<file path="src/rtl/fetch_unit.sv">
// Instruction fetch stage: reads one or two bytes per instruction from the unified
// memory and presents the assembled 16-bit word to the decoder over valid/ready.
module fetch_unit #(
  parameter int                ADDR_W   = 13,
  parameter int                DATA_W   = 8,
  parameter logic [ADDR_W-1:0] RESET_PC = '0
) (
  input  logic                clk,
  input  logic                rst,
  output logic [ADDR_W-1:0]   mem_addr,
  output logic                mem_read,
  input  logic [DATA_W-1:0]   mem_rd,
  input  logic                data_req,
  input  logic                jump_valid,
  input  logic [ADDR_W-1:0]   jump_addr,
  output logic [2*DATA_W-1:0] instr,
  output logic                instr_len,
  output logic [ADDR_W-1:0]   instr_pc,
  output logic                instr_valid,
  input  logic                instr_ready
);

  typedef enum logic [1:0] {
    F0   = 2'd0,
    F1   = 2'd1,
    HOLD = 2'd2
  } state_t;

  localparam logic [ADDR_W-1:0] PC_ONE = ADDR_W'(1);
  localparam logic [ADDR_W-1:0] PC_TWO = ADDR_W'(2);

  state_t              state_q, state_d;
  logic [ADDR_W-1:0]   pc_q, pc_d;
  logic [2*DATA_W-1:0] instr_q, instr_d;
  logic                len_q, len_d;
  logic [ADDR_W-1:0]   ipc_q, ipc_d;
  logic                valid_q, valid_d;

  logic [ADDR_W-1:0]   pc_plus1;
  logic [ADDR_W-1:0]   pc_plus2;
  logic                fetching;

  // Address arithmetic wraps naturally at ADDR_W bits.
  assign pc_plus1 = pc_q + PC_ONE;
  assign pc_plus2 = pc_q + PC_TWO;
  assign fetching = (state_q == F0) || (state_q == F1);

  always_comb begin
    mem_addr = pc_q;
    if (state_q == F1) begin
      mem_addr = pc_plus1;
    end
  end

  // Read is gated by reset so the port is released while rst is low.
  assign mem_read = fetching && !data_req && rst;

  always_comb begin
    state_d = state_q;
    pc_d    = pc_q;
    instr_d = instr_q;
    len_d   = len_q;
    ipc_d   = ipc_q;
    valid_d = valid_q;

    if (jump_valid) begin
      pc_d    = jump_addr;
      valid_d = 1'b0;
      state_d = F0;
    end else begin
      unique case (state_q)
        F0: begin
          if (!data_req) begin
            instr_d[2*DATA_W-1:DATA_W] = mem_rd;
            ipc_d                      = pc_q;
            if (mem_rd[DATA_W-1]) begin
              state_d = F1;
            end else begin
              instr_d[DATA_W-1:0] = '0;
              len_d               = 1'b0;
              valid_d             = 1'b1;
              pc_d                = pc_plus1;
              state_d             = HOLD;
            end
          end
        end
        F1: begin
          if (!data_req) begin
            instr_d[DATA_W-1:0] = mem_rd;
            len_d               = 1'b1;
            valid_d             = 1'b1;
            pc_d                = pc_plus2;
            state_d             = HOLD;
          end
        end
        HOLD: begin
          if (instr_ready) begin
            valid_d = 1'b0;
            state_d = F0;
          end
        end
        default: begin
          valid_d = 1'b0;
          state_d = F0;
        end
      endcase
    end
  end

  always_ff @(posedge clk or negedge rst) begin
    if (!rst) begin
      state_q <= F0;
      pc_q    <= RESET_PC;
      instr_q <= '0;
      len_q   <= 1'b0;
      ipc_q   <= RESET_PC;
      valid_q <= 1'b0;
    end else begin
      state_q <= state_d;
      pc_q    <= pc_d;
      instr_q <= instr_d;
      len_q   <= len_d;
      ipc_q   <= ipc_d;
      valid_q <= valid_d;
    end
  end

  assign instr       = instr_q;
  assign instr_len   = len_q;
  assign instr_pc    = ipc_q;
  assign instr_valid = valid_q;

endmodule

</file>
<file path="config.mk">
export PLATFORM = sky130hd
export DESIGN_NAME = fetch_unit
export DESIGN_NICKNAME = d
export VERILOG_FILES = /design/src/rtl/fetch_unit.sv
export SDC_FILE = /design/constraint.sdc
export NUM_CORES = 1
export LEC_CHECK = 0
export CAP_MARGIN = 40
export CORE_ASPECT_RATIO = 1.75
export CORE_UTILIZATION = 35
export DETAILED_ROUTE_END_ITERATION = 10
export GPL_TIMING_DRIVEN = 0
export SLEW_MARGIN = 25
export SYNTH_ARGS = -nofsm -noshare
export SYNTH_HDL_FRONTEND = slang
export SYNTH_SLANG_ARGS = --single-unit
</file>
<file path="constraint.sdc">
create_clock -name clk -period 2.2 [get_ports clk]
set_input_delay 0.66 -clock clk [delete_from_list [all_inputs] [get_ports clk]]
set_output_delay 0.66 -clock clk [all_outputs]
set_load 0.05 [all_outputs]
</file>
# Yosys cells after proc, flatten, opt, wreduce, memory -nomap -nowiden
# Index checks and enable logic that the tools add are counted.
[word_totals] ff_bits=46 in_bits=26 elab_cells=57
[op_classes] n_addsub=2 eq_ne=9 mux=25 n_bitwise=2 reduce_logical=12
[op_table] operator="13-bit 2-to-1 mux" n=5
[op_table] operator="13-bit one-hot mux with 2 select lines" n=1
[op_table] operator="8-bit 2-to-1 mux" n=3
[op_table] operator="8-bit one-hot mux with 2 select lines" n=1
[op_table] operator="13-bit by 1-bit adder with 13-bit output (second input constant)" n=1
[op_table] operator="13-bit by 2-bit adder with 13-bit output (second input constant)" n=1
[op_table] operator="3-bit inequality test (second input constant)" n=4
[op_table] operator="2-bit 2-to-1 mux" n=5
[op_table] operator="4-bit AND reduction" n=2
[op_table] operator="1-bit 2-to-1 mux" n=7
[op_table] operator="2-bit inequality test (second input constant)" n=3
[op_table] operator="2-bit one-hot mux with 3 select lines" n=1
[op_table] operator="3-bit AND reduction" n=2
[op_table] operator="5-bit AND reduction" n=1
[op_table] operator="1-bit one-hot mux with 3 select lines" n=1
[op_table] operator="3-bit nonzero test" n=1
[op_table] operator="2-bit by 1-bit equality test with 1-bit output (second input constant)" n=1
[op_table] operator="2-bit equality test (second input constant)" n=1
[op_table] operator="1-bit logical AND" n=2
[op_table] operator="2-bit logical NOT" n=1
[op_table] operator="1-bit NOT" n=2
[op_table] operator="1-bit one-hot mux with 2 select lines" n=1
[op_table] operator="2-bit nonzero test" n=1
[op_table] operator="1-bit logical NOT" n=1
[op_table] operator="1-bit logical OR" n=1

# Logic depth before layout (Yosys ltp)
# Gate-level depths: netlist of the first run.
[logic_depth] word_depth=5 ltp_mapped=7 depth_no_buf=5

# Worst setup path before layout of the first run
# OpenSTA, ideal clock, no wires.
[synth_path] path_kind="register to output" startpoint="register state_q[1]" endpoint="output mem_addr[11]" arrival_ns=1.937 setup_slack_ns=-0.397 path_stages_with_launch=7 path_buffers=2 cell_sequence="dfrtp_1 buf_2 nor2b_1 buf_2 nand4_1 nor2_1 xor2_1"
[synth_between] elab_chain_len=2
[synth_rtl] item="start, declared" line_no="32" rtl="state_t state_q, state_d;"
[synth_rtl] item="start signal, assigned" line_no="119" rtl="state_q <= state_d;"
[synth_rtl] item="2-bit by 1-bit equality test with 1-bit output" line_no="50" rtl="if (state_q == F1) begin"
[synth_rtl] item="13-bit 2-to-1 mux" line_no="50"
[synth_rtl] item="end, declared" line_no="10" rtl="output logic [ADDR_W-1:0] mem_addr,"
# No other way between the ends.

# Final worst setup path of the first run
[layout_path] startpoint="register pc_q[5]" endpoint="output mem_addr[11]"
[layout_between] elab_chain_len=2
[layout_rtl] item="start, declared" line_no="33" rtl="logic [ADDR_W-1:0] pc_q, pc_d;"
[layout_rtl] item="start signal, assigned" line_no="120" rtl="pc_q <= pc_d;"
[layout_rtl] item="13-bit by 1-bit adder with 13-bit output" line_no="44" rtl="assign pc_plus1 = pc_q + PC_ONE;"
[layout_rtl] item="13-bit 2-to-1 mux" line_no="50"
# No other way between the ends.

==> results of run 1 <==
-- routing by layer --
| metal | vias up | part of all wire | GRT usage |
|---|---|---|---|
| met5 | - | 0 | 0 |
| met4 | 0 | 0.035 | 0.109 |
| met3 | 19 | 0.042 | 0.0403 |
| met2 | 72 | 0.56 | 0.389 |
| met1 | 1131 | 0.36 | 0.231 |
| li1 | 1044 | - | - |
-- through the flow --
stage / util / TNS, ns / hold slack (ns) / instance area (µm²)
finish: 0.577 / -1.36 / 0.252 / 3960
global route: 0.577 / -2.19 / 0.288 / 3960
CTS: 0.559 / -1.90 / 0.306 / 3840
detailed placement: 0.496 / -16.78 / 0.469 / 3400
global placement: 0.496 / -60.24 / 0.469 / 3400
floorplan: - / -0.424 / 0.364 / 2610
-- registers in the layout, indices dropped and copies added, names as in the netlist --
| name | count |
|---|---|
| pc_q | 13 |
| instr_len | 1 |
| instr | 16 |
| instr_pc | 13 |
| instr_valid | 1 |
| state_q | 2 |
-- layout by cell type (no fill, tap or decap), types with 4 or more instances in the layout --
| cell type | count |
|---|---|
| a21oi_1 | 7 |
| a22o_1 | 7 |
| buf_2 | 7 |
| buf_4 | 22 |
| buf_6 | 20 |
| clkbuf_16 | 5 |
| clkdlybuf4s50_1 | 53 |
| dfrtp_1 | 39 |
| dfrtp_2 | 7 |
| inv_1 | 5 |
| mux2_2 | 22 |
| nand2_1 | 16 |
| nand3_1 | 5 |
| nor2_1 | 4 |
| nor2_4 | 7 |
| nor3_1 | 6 |
| o21ai_0 | 8 |
| xnor2_1 | 4 |
| xnor2_2 | 5 |
| xor2_2 | 4 |
-- final timing paths --
check                          start           end
max                          pc_q[5]  mem_addr[11]
min                              rst     instr_len
max reg2reg                  pc_q[1]       pc_q[8]
min reg2reg                instr_len     instr_len
max in group asynchronous        rst       pc_q[7]
min in group clk           instr_len     instr_len
-- logic make-up after synthesis --
logic type      synth area share
fa+ha+maj                 0.0152
mux                        0.108
buf+inv                   0.0475
simple gates               0.150
compound gates             0.158
xor+xnor                  0.0566
flops                      0.465
-- where the power goes --
part           internal (mW)  switching [mW]
clock network          0.422           0.332
logic                  0.533           0.841
registers              0.988          0.0883
-- area by class of cell --
type | instances | area (µm²)
inverter | 7 | 26.3
buffer | 16 | 125
tap | 84 | 105
sequential | 46 | 1160
clock buffer | 6 | 129
multi-input combinational | 163 | 1490
fill | 597 | 2900
clock inverter | 2 | 13.8
timing repair buffer | 93 | 908
-- worst reg2reg max path, stage by stage (launching register included) --
cell and delay [ns]:
dfrtp_2 0.41, ha_1 0.17, buf_6 0.15, or3b_4 0.43, a2111oi_4 0.37, xnor2_1 0.16
o21ai_1 0.07
-- what timing repair did --
item | CTS | global route
setup buffers | 12 | 10
pin swaps | 13 | 10
endpoints found under the hold margin | 0 | 0
setup endpoints to repair | 22 | 29
cloned | 1 | 0
gates resized for setup | 141 | 23
==> flow_summary_export.csv, run 1 <==
group,metric,value,unit
worst_setup_path,crit_path_frequent_cell,"buf_6",
power_and_ir_drop,p_total,3.20,mW
worst_setup_path,path_buf_inv,2,
synth,ys_ff_latch,46,
job,drv_cap,0,
worst_setup_path,worst_path_max_delay_cell,"or3_4",
global_route,grt_pass1_vias,2313,
synth,synthTopCellsByArea,"dfrtp_1, mux2_2, xnor2_1, nand2_1, a22o_1",
placed_design,gp_congestion,0.924,
clocking,clkSinkCount,46,
placed_design,preCtsSetupSlack,-0.922,ns
timing,worst_clock_skew,0.00404,ns
drt,via_count,2266,
global_route,gr-usage-all-layers,0.216,
run_status,status,"finished with violations",
worst_setup_path,cp.required,1.54,ns
worst_setup_path,critPathMaxFanout,6,
worst_setup_path,r2r_slack,0.32,ns
clocking,cts_made_buffers,5,
floorplanning,die_h,113,µm
drt,drtAntennaViolNets,0,
drt,drtPass1Iterations,4,
timing,setup_violations,12,
floorplanning,rows,40,
floorplanning,core,6860,µm²
synth,syn_area,2480,µm²
synth,syn_inst,234,
layout,finalNetCount,361,
drt,routed_wl,7480,µm
synth,synthFlopType,"dfrtp_1",
floorplanning,die_area,7430,µm²
clocking,cts.reportedPaths.clkPinSlew,0.06,ns
worst_setup_path,cp-start-kind,"register",
worst_setup_path,cp.arrival,1.71,ns
clocking,cts_tree,"done",
timing,max_freq,421,MHz
synth,yosys.cell_types.count,52,
drt,vias_per_cell,5.43,
layout,instances_no_fill,417,
worst_setup_path,worstSetupEndpointType,"output port",
global_route,grt_pass1_wl,11800,µm
floorplanning,start_util,0.361,
power_and_ir_drop,p_leak,1.63,nW
power_and_ir_drop,peakVddDrop,520,µV
synth,synth-async-reset-ratio,1.00,
synth,synth_fp_nets,263,
global_route,antenna_found_initial,0,
synth,synth_most_common_cell,"dfrtp_1",
timing,post-route-period-util,1.08,
hold_path,hp-class,"primary input to async pin",
clocking,htree_levels,2,
drt,drc,0,
drt,wire_per_inst,17.9,µm
worst_setup_path,crit_chain,"buf_6, nand3_4, or3_4, nor2_4, xor2_2, buf_6",
synth,synth_top_area_share,0.465,
timing,worst_pin_slew,0.580,ns
synth,yosysSeqAreaShare,0.465,
layout,n_antenna_cell,0,
timing,slew_headroom,0.612,
timing,report.final.slew_viol_count,0,
timing,setup_slack,-0.174,ns
layout,final_layout_size_suffix_gt1_frac,0.402,
timing,rsz0062_at_grt,"yes",
worst_setup_path,reg2reg_depth,6,
global_route,grt_max_degree,48,
placed_design,placement.io_buffers,69,
placed_design,dpl.hpwl,5040,µm
layout,area_growth,59.8,%
clocking,clk_latency,0.29,ns
worst_setup_path,worstSetupPathType,"register to output port",
placed_design,dp_cells,388,
floorplanning,die_w,65.6,µm
power_and_ir_drop,powerDensity,809,nW/µm²
clocking,ctsHoldBuffers,0,
synth,yosys.area.top_type,"dfrtp_1",
worst_setup_path,worst-path-stages,6,
clocking,cts-root-buf,"clkbuf_16",
floorplanning,ios,71,
timing,fin_crit,2.37,ns
clocking,clock_path_buffers,2,
worst_setup_path,critPathTopFamily,"simple AND/OR/NAND/NOR gates",
global_route,grt_overflow,0,
synth,avgSynthCellArea,10.6,µm²
synth,synth-edff-count,0,
synth,yosysWarnings,0,
run_status,violations,"negative setup slack",
drt,drt-initial-drc-count,108,
timing,final-hold-violation-count,0,
worst_setup_path,slowest_delay,0.41,ns
synth,synthTopCellsByCount,"dfrtp_1, mux2_2, nand2_1",
(Power assumes the default switching activity.)
==> inputs of run 2 (changes only) <==
- CORE_MARGIN: default -> 10
==> flow_summary_export.csv, run 2 (synthesis gave the netlist of run 1 again) <==
group,metric,value,unit
run_status,status,"finished with violations",
run_status,violations,"negative setup slack",
power_and_ir_drop,p_comb_frac,0.435,
clocking,cts-root-buf,"clkbuf_16",
drt,drc,0,
clocking,clock_path_buffers,2,
worst_setup_path,worstSetupPathType,"register to output port",
global_route,gr-usage-all-layers,0.136,
drt,wire_per_inst,18.6,µm
drt,drtPass1Iterations,4,
clocking,htree_levels,2,
power_and_ir_drop,powerDensity,807,nW/µm²
layout,final_util,0.580,
placed_design,placement.io_buffers,69,
global_route,grt_pass1_vias,2396,
drt,via_count,2250,
worst_setup_path,critPathMaxFanout,7,
floorplanning,rows,40,
clocking,cts_tree,"done",
floorplanning,die_h,131,µm
drt,routed_wl,7800,µm
timing,setup_slack,-0.227,ns
global_route,grt_pass1_wl,12200,µm
power_and_ir_drop,pwr-share-seq,0.334,
placed_design,dpl.hpwl,5630,µm
power_and_ir_drop,p_leak,1.65,nW
layout,final_layout_size_suffix_gt1_frac,0.408,
layout,n_antenna_cell,0,
layout,mostFrequentLayoutCell,"clkdlybuf4s50_1",
timing,post-route-period-util,1.10,
worst_setup_path,worstSetupEndpointType,"output port",
drt,drtAntennaViolNets,0,
placed_design,gp_congestion,0.817,
layout,multi_input_area,1490,µm²
layout,largest_reg_flops,16,
timing,rsz0062_at_grt,"yes",
floorplanning,die_area,11000,µm²
timing,worst_clock_skew,0.00269,ns
worst_setup_path,critPathLaunch,"pc_q[5]",
worst_setup_path,cp-start-kind,"register",
drt,drt-initial-drc-count,97,
layout,fill_cells,616,
power_and_ir_drop,power_frac_clock,0.231,
clocking,clk_latency,0.29,ns
global_route,antenna_found_initial,0,
timing,report.final.slew_viol_count,0,
clocking,ctsHoldBuffers,0,
clocking,cts.reportedPaths.clkPinSlew,0.06,ns
worst_setup_path,worstReg2RegStart,"pc_q[1]",
layout,ff_latch_area,1160,µm²
job,drv_cap,0,
timing,setup_tns,-1.21,ns
clocking,clkSinkCount,46,
floorplanning,die_w,83.6,µm
power_and_ir_drop,p_int,1.95,mW
clocking,cts_made_buffers,5,
timing,slew_headroom,0.552,
power_and_ir_drop,p_switching,1.26,mW
layout,final_cell_mix,"clkdlybuf4s50_1, dfrtp_1, buf_4",
timing,worst_pin_slew,0.670,ns
floorplanning,core,6860,µm²
layout,area_growth,60.7,%
global_route,grt_overflow,0,
timing,setup_violations,9,
floorplanning,ios,71,
layout,finalNetCount,364,
timing,fin_crit,2.43,ns
timing,final-hold-violation-count,0,
worst_setup_path,cp.arrival,1.77,ns
global_route,grt_max_degree,48,
timing,max_freq,412,MHz
power_and_ir_drop,p_sw_frac,0.392,
floorplanning,start_util,0.361,
worst_setup_path,cp.required,1.54,ns
power_and_ir_drop,peakVddDrop,771,µV
hold_path,hp-class,"primary input to async pin",
drt,vias_per_cell,5.36,
-- run 2: cell count changes in the layout (fill, tap and decap cells not counted), moves of 2 or more --
cell   before  now
inv_2       2    0
buf_2       7    3
ha_2        0    2
ha_1        2    0
buf_4      22   28
-- run 2: power by group through the flow --
stage	Sequential (mW)	Combinational [mW]	Clock [mW]
3_3_place_gp	1.08	1.28	0
5_1_grt	1.09	1.46	0.800
3_5_place_dp	1.09	1.28	0
4_1_cts	1.08	1.35	0.765
6_report	1.07	1.40	0.742
2_1_floorplan	1.47	0.437	0
-- run 2: metal layers --
metal / routed length, µm / vias up / global-route usage / share of wire
met5: 0 / - / 0 / 0
met4: 215 / 0 / 0.0570 / 0.028
met3: 538 / 13 / 0.0501 / 0.069
met2: 4310 / 70 / 0.258 / 0.55
met1: 2730 / 1119 / 0.124 / 0.35
li1: - / 1048 / - / -
-- run 2: path summary, 6_finish.rpt --
| kind | to | slack (ns) | cells past startpoint |
|---|---|---|---|
| max in group asynchronous | pc_q[6] | 1.63 | 1 |
| min reg2reg | instr_len | 0.48 | 1 |
| max | mem_addr[11] | -0.23 | 6 |
| min in group clk | instr_len | 0.48 | 1 |
| max reg2reg | pc_q[8] | 0.26 | 6 |
| min | instr_pc[10] | 0.25 | 1 |
-- run 2: cell type report --
cell class,instances,share of cell area
Multi-Input combinational cell,163,0.375
Sequential cell,46,0.291
Buffer,16,0.0296
Inverter,7,0.00723
Timing Repair Buffer,96,0.235
Clock buffer,6,0.0324
Clock inverter,2,0.00346
Tap cell,84,0.0264
-- run 2: worst max-delay path, cell delays in order, from the launching register on --
cell and delay (ns):
dfrtp_1 0.34, buf_6 0.13, nand3_4 0.10, or3_4 0.44
nor2_4 0.14, xor2_2 0.16, buf_6 0.18
-- run 2: per-stage QoR --
stage	setup WS [ns]	hold WS, ns	power, mW	std cells	cell area (µm²)
global placement	-2.37	0.461	2.36	387	3400
detailed placement	-0.951	0.465	2.37	387	3410
floorplan	-0.197	0.364	1.91	234	2610
global route	-0.294	0.281	3.36	420	3980
finish	-0.227	0.248	3.21	420	3980
CTS	-0.269	0.272	3.20	404	3810
-- run 2: what timing repair did --
action | CTS | global route
pin swaps | 9 | 7
gates resized for setup | 142 | 20
endpoints found under the setup margin | 22 | 33
buffers inserted | 10 | 17
cloned | 0 | 0
